**src/rtl/updown_sweep_pkg.sv**
```systemverilog
// Shared types for the up/down counter sweep sequencer.
//   sweep_mode_t  : command sweep mode (UP, DOWN, TRI; code 3 is reserved)
//   sweep_state_t : sequencer FSM state
//   MODE_RESERVED : raw mode code that is rejected at accept
package updown_sweep_pkg;

    typedef enum logic [1:0] {
        MODE_UP   = 2'd0,
        MODE_DOWN = 2'd1,
        MODE_TRI  = 2'd2
    } sweep_mode_t;

    localparam logic [1:0] MODE_RESERVED = 2'd3;

    typedef enum logic [2:0] {
        ST_IDLE     = 3'd0,
        ST_LOAD     = 3'd1,
        ST_RUN_UP   = 3'd2,
        ST_RUN_DOWN = 3'd3,
        ST_DONE     = 3'd4
    } sweep_state_t;

endpackage

```
**src/rtl/updown_sweep_ctrl.sv**
```systemverilog
// Command-driven sequencer that loads and steps an external N-bit up/down
// counter up, down or in a triangle between two bounds.
// Ports:
//   clock, reset                 rising-edge clock, async active-high reset
//   cmd_valid/cmd_ready          command handshake (ready only in IDLE)
//   cmd_lo, cmd_hi, cmd_mode,    sweep bounds, mode, TRI period count
//   cmd_reps                     (reps 0 = run until abort)
//   abort                        synchronous stop request
//   cnt_q, cnt_carry_b           counter value and active-low terminal flag
//   cnt_up, cnt_enable_b,        counter direction, enable, load strobe and
//   cnt_set_b, cnt_set           load value (combinational from state and q)
//   busy, done, err, periods     status: active, one-cycle done, error pulse,
//                                completed TRI periods
module updown_sweep_ctrl
    import updown_sweep_pkg::*;
#(
    parameter int unsigned N = 4,
    parameter int unsigned R = 8
) (
    input  logic         clock,
    input  logic         reset,
    input  logic         cmd_valid,
    output logic         cmd_ready,
    input  logic [N-1:0] cmd_lo,
    input  logic [N-1:0] cmd_hi,
    input  logic [1:0]   cmd_mode,
    input  logic [R-1:0] cmd_reps,
    input  logic         abort,
    input  logic [N-1:0] cnt_q,
    input  logic         cnt_carry_b,
    output logic         cnt_up,
    output logic         cnt_enable_b,
    output logic         cnt_set_b,
    output logic [N-1:0] cnt_set,
    output logic         busy,
    output logic         done,
    output logic         err,
    output logic [R-1:0] periods
);

    sweep_state_t state_q, state_d;
    sweep_mode_t  mode_q;
    logic [N-1:0] lo_q, hi_q;
    logic [R-1:0] reps_q, periods_d;
    logic         done_d, err_d;

    logic         accept_c, bad_cmd_c;
    logic         at_hi_c, above_hi_c, at_lo_c, below_lo_c, tri_turn_c;
    logic         period_last_c;
    logic [R-1:0] periods_inc_c;

    assign cmd_ready = (state_q == ST_IDLE);
    assign busy      = (state_q != ST_IDLE);
    assign accept_c  = cmd_valid && cmd_ready;
    assign bad_cmd_c = (cmd_lo > cmd_hi) || (cmd_mode == MODE_RESERVED);

    // Bound comparators against the live counter value
    assign at_hi_c       = (cnt_q == hi_q);
    assign above_hi_c    = (cnt_q > hi_q);
    assign at_lo_c       = (cnt_q == lo_q);
    assign below_lo_c    = (cnt_q < lo_q);
    assign tri_turn_c    = (mode_q == MODE_TRI) && (lo_q < hi_q);
    assign periods_inc_c = periods + R'(1);
    assign period_last_c = (reps_q != '0) && (periods_inc_c == reps_q);

    // Direction is decoded apart from the enable logic so the counter's
    // carry (which depends on direction) never feeds back into cnt_up.
    always_comb begin
        cnt_up = 1'b1;
        case (state_q)
            ST_RUN_UP:   cnt_up = !(at_hi_c && tri_turn_c);
            ST_RUN_DOWN: cnt_up = at_lo_c && (mode_q == MODE_TRI);
            default:     cnt_up = 1'b1;
        endcase
    end

    // Next state, counter strobes and status updates
    always_comb begin
        state_d      = state_q;
        cnt_enable_b = 1'b1;
        cnt_set_b    = 1'b1;
        cnt_set      = '0;
        periods_d    = periods;
        err_d        = 1'b0;

        case (state_q)
            ST_IDLE: begin
                if (accept_c) begin
                    periods_d = '0;
                    if (bad_cmd_c) err_d   = 1'b1;
                    else           state_d = ST_LOAD;
                end
            end

            ST_LOAD: begin
                cnt_set_b    = 1'b0;
                cnt_enable_b = 1'b0;
                cnt_set      = (mode_q == MODE_DOWN) ? hi_q : lo_q;
                state_d      = (mode_q == MODE_DOWN) ? ST_RUN_DOWN : ST_RUN_UP;
            end

            ST_RUN_UP: begin
                if (above_hi_c) begin
                    err_d   = 1'b1;
                    state_d = ST_IDLE;
                end else if (!at_hi_c || tri_turn_c) begin
                    // Step up, or turn around at hi without a dwell cycle
                    if (!cnt_carry_b) begin
                        err_d   = 1'b1;
                        state_d = ST_IDLE;
                    end else begin
                        cnt_enable_b = 1'b0;
                        if (at_hi_c) state_d = ST_RUN_DOWN;
                    end
                end else begin
                    state_d = ST_DONE;
                    if (mode_q == MODE_TRI) periods_d = R'(1);
                end
            end

            ST_RUN_DOWN: begin
                if (below_lo_c) begin
                    err_d   = 1'b1;
                    state_d = ST_IDLE;
                end else if (!at_lo_c) begin
                    if (!cnt_carry_b) begin
                        err_d   = 1'b1;
                        state_d = ST_IDLE;
                    end else begin
                        cnt_enable_b = 1'b0;
                    end
                end else if (mode_q == MODE_TRI) begin
                    periods_d = periods_inc_c;
                    if (period_last_c) begin
                        state_d = ST_DONE;
                    end else if (!cnt_carry_b) begin
                        err_d   = 1'b1;
                        state_d = ST_IDLE;
                    end else begin
                        cnt_enable_b = 1'b0;
                        state_d      = ST_RUN_UP;
                    end
                end else begin
                    state_d = ST_DONE;
                end
            end

            ST_DONE: state_d = ST_IDLE;

            default: state_d = ST_IDLE;
        endcase

        // Abort overrides every terminal or guard decision outside IDLE
        if (abort && (state_q != ST_IDLE)) begin
            state_d      = ST_IDLE;
            cnt_enable_b = 1'b1;
            cnt_set_b    = 1'b1;
            err_d        = 1'b0;
            periods_d    = periods;
        end

        done_d = (state_d == ST_DONE);
    end

    // State and status registers
    always_ff @(posedge clock or posedge reset) begin
        if (reset) begin
            state_q <= ST_IDLE;
            done    <= 1'b0;
            err     <= 1'b0;
            periods <= '0;
        end else begin
            state_q <= state_d;
            done    <= done_d;
            err     <= err_d;
            periods <= periods_d;
        end
    end

    // Command latch; an invalid mode is never stored into the enum
    always_ff @(posedge clock or posedge reset) begin
        if (reset) begin
            lo_q   <= '0;
            hi_q   <= '0;
            reps_q <= '0;
            mode_q <= MODE_UP;
        end else if (accept_c) begin
            lo_q   <= cmd_lo;
            hi_q   <= cmd_hi;
            reps_q <= cmd_reps;
            if (!bad_cmd_c) mode_q <= sweep_mode_t'(cmd_mode);
        end
    end

endmodule

```
**config.mk**
```make
export PLATFORM = sky130hd
export DESIGN_NAME = updown_sweep_ctrl
export DESIGN_NICKNAME = d
export VERILOG_FILES = /design/src/rtl/updown_sweep_pkg.sv /design/src/rtl/updown_sweep_ctrl.sv
export SDC_FILE = /design/constraint.sdc
export NUM_CORES = 1
export LEC_CHECK = 0
export BUFFER_PORTS_ARGS = -buffer_cell sky130_fd_sc_hd__buf_2
export CAP_MARGIN = 20
export CORE_AREA = 3 3 69 65
export DETAILED_ROUTE_END_ITERATION = 8
export DIE_AREA = 0 0 72 68
export PLACE_DENSITY = 0.83
export SLEW_MARGIN = 5
export SYNTH_ARGS = -nofsm -noshare
export SYNTH_HDL_FRONTEND = slang
export SYNTH_SLANG_ARGS = --single-unit
```
**constraint.sdc**
```tcl
create_clock -name clock -period 3.4 [get_ports clock]
set_input_delay 0.51 -clock clock [delete_from_list [all_inputs] [get_ports clock]]
set_output_delay 0.51 -clock clock [all_outputs]
set_load 0.05 [all_outputs]
```
==> out/results.ini <==
[worst_setup_path]
crit_path_end=cnt_enable_b
startpoint_type=flip-flop
r2r_slack_ns=0.83
critPathRequiredTime_ns=2.89
r2r-start=lo_q[1]
timing.rr.end=periods[6]
reg2reg_depth=8
critPathMaxFanout=5
cp_data_arrival_time_ns=2.57
path_class=reg2out
endpoint_kind=output pin
critPathLaunch=hi_q[2]

[routing]
drc=0
dr_total_vias=2001
wire_per_inst_um=15.3
vias_per_cell=5.99
drt_iter0_markers=208
dr.pass1.iters=4
drt_wl_total_um=5100
ant_nets=0

[logic_synthesis]
synthFlopType=dfrtp_1
synth_seq_cells=31
yosys_warnings=0
synthTopCellsByArea=dfrtp_1 35%, ha_1 9.0%, mux2_2 6.1%
synth.most_common_cell=dfrtp_1
synth_edf_count=0
syn_area_per_cell_um2=9.10
netlist_top_cells_count=31 x dfrtp_1, 25 x inv_1, 16 x ha_1
syn-cell-area_mm2=0.00223
ys_seq_area_frac=0.348
synth_cell_type_count=51
ys_async_sr_fraction=1.00
yosysTopAreaCell=dfrtp_1
postSynthCellCount=245
yosys.area.top_type_share=0.348
syn_nets=288

[finish]
diodes=0
stdcell_count=334
fin_area_mm2=0.00258
nNetsFinal=330
syn_to_final_growth_pct=15.7
drive_above_1_share=0.257

[timing]
timing.fmax_mhz=324
fin_crit_sh=0.907
period_minus_slack_ns=3.08
finalHoldViolCount=0
fin_worst_skew_ns=0.00613
rsz0062_at_grt=no
worst_pin_slew_ns=0.804
finalWorstSetupSlack_ns=0.315
timing.hold.ws_ns=0.276
relSlewSlack=0.459
final.setup.tns_ns=0
slew_viol_final=0
setup_viol=0

[placement]
hpwlAfterDp_um=4030
place_ws_ns=0.626
post_dp_cell_area_mm2=0.00247
io_buffers=45
dp.cells=326
gp_congestion=0.879

[pwr]
ir_worst_vdd_uv=417
seqPwrFrac=0.301
internal-power_w=0.00113
comb_power_share=0.520
powerDensity_mw_per_mm2=811
leakagePower_nw=1.20
pwr-share-clk=0.179
switching_share=0.461
p_sw_w=0.000965

[global_routing]
grt_pass1_wl_um=8690
grt_pass1_vias=1874
grt_max_degree=32
antenna_found_initial=0
grt_use_total=0.233
grt.overflow.total=0

[min_path]
hp-class=in2async

[cts]
cts-root-buf=clkbuf_8
clock-sinks=31
clockBufferDepth=2
tritoncts=yes
cts.hold.buffers_added=0
clock_latency_ns=0.30
clkTransAtPathRegs_ns=0.07
h-tree-depth=2
postCtsSetupBuffers=0
cts_resized=0
cts_buffers=5

[floorplan]
start_util=0.593
core_mm2=0.00376
die_area_mm2=0.00490
die_w_um=72
num_io_pins=46
rows=21
fp.dieH_um=68

[run]
cap_violations=0

[run_status]
outcome=completed

==> logic make-up after synthesis <==
kind of cell               synth area share
xor gates and xnor gates             0.0354
buffers and inverters                0.0657
AOI/OAI and AO/OA                     0.181
and+or+nand+nor                       0.210
DFF                                   0.348
muxes                                0.0696
adders and majority gates            0.0898
==> sequential cells by signal, indices dropped and copies added (netlist names) <==
name and flops:
mode_q 2, state_q 3, periods 8, reps_q 8, err 1, lo_q 4, hi_q 4, done 1
==> power groups by stage <==
stage	clock network (W)	logic, W	registers, W
after global routing	0.000397	0.00120	0.000656
after detailed placement	0	0.00108	0.000636
after global placement	0	0.00106	0.000626
after floorplan	0	0.000857	0.000626
final	0.000375	0.00109	0.000631
after CTS	0.000374	0.00109	0.000631
==> how the worst min path moves through the flow <==
stage / to
6_report: reps_q[5]
5_1_grt: reps_q[5]
4_1_cts: reps_q[3]
3_5_place_dp: mode_q[0]
3_3_place_gp: mode_q[0]
2_1_floorplan: mode_q[0]
==> metal layers <==
| metal | GRT usage | routed length, um | vias to the layer above |
|---|---|---|---|
| li1 | - | - | 983 |
| met1 | 0.312 | 2390 | 947 |
| met2 | 0.367 | 2290 | 65 |
| met3 | 0.0661 | 363 | 6 |
| met4 | 0.0704 | 55 | 0 |
| met5 | 0 | 0 | - |
==> per-stage QoR <==
| stage | power [W] | util |
|---|---|---|
| 2_1_floorplan | 0.00148 | - |
| 3_3_place_gp | 0.00169 | 0.657 |
| 3_5_place_dp | 0.00172 | 0.657 |
| 4_1_cts | 0.00209 | 0.687 |
| 5_1_grt | 0.00225 | 0.687 |
| 6_report | 0.00209 | 0.687 |
==> critical path, stage by stage, from the launching register on <==
cell and delay, ns:
dfrtp_1 0.37, inv_1 0.10, ha_1 0.23, or2_2 0.27
a311o_1 0.44, a2111oi_1 0.42, o21ai_1 0.13, o31a_1 0.12
buf_2 0.21
==> cell type report <==
cell class                 instances  area (um^2)
timing repair buffer              46          233
tap                               46         57.6
sequential                        31          776
fill                             326         1180
clock inverter                     3         43.8
clock buffer                       5         68.8
multi-input combinational        178         1310
inverter                          25         93.8
==> layout by cell type, fill, tap and decap left out, drive strengths merged, types with 3 or more instances in the layout <==
| cell type | instances |
|---|---|
| o211ai | 3 |
| or2 | 3 |
| ha | 16 |
| mux2 | 12 |
| nand3 | 11 |
| clkbuf | 5 |
| nor2b | 6 |
| nor3 | 3 |
| nor2 | 15 |
| o21ai | 12 |
| nand2b | 4 |
| inv | 25 |
| o221ai | 7 |
| xnor2 | 7 |
| dfrtp | 31 |
| nand3b | 3 |
| a311o | 3 |
| nand4 | 6 |
| o311a | 3 |
| and4 | 3 |
| a21oi | 11 |
| buf | 46 |
| or3 | 6 |
| nand2 | 15 |
Note: power is estimated with default switching activity, not from simulation.
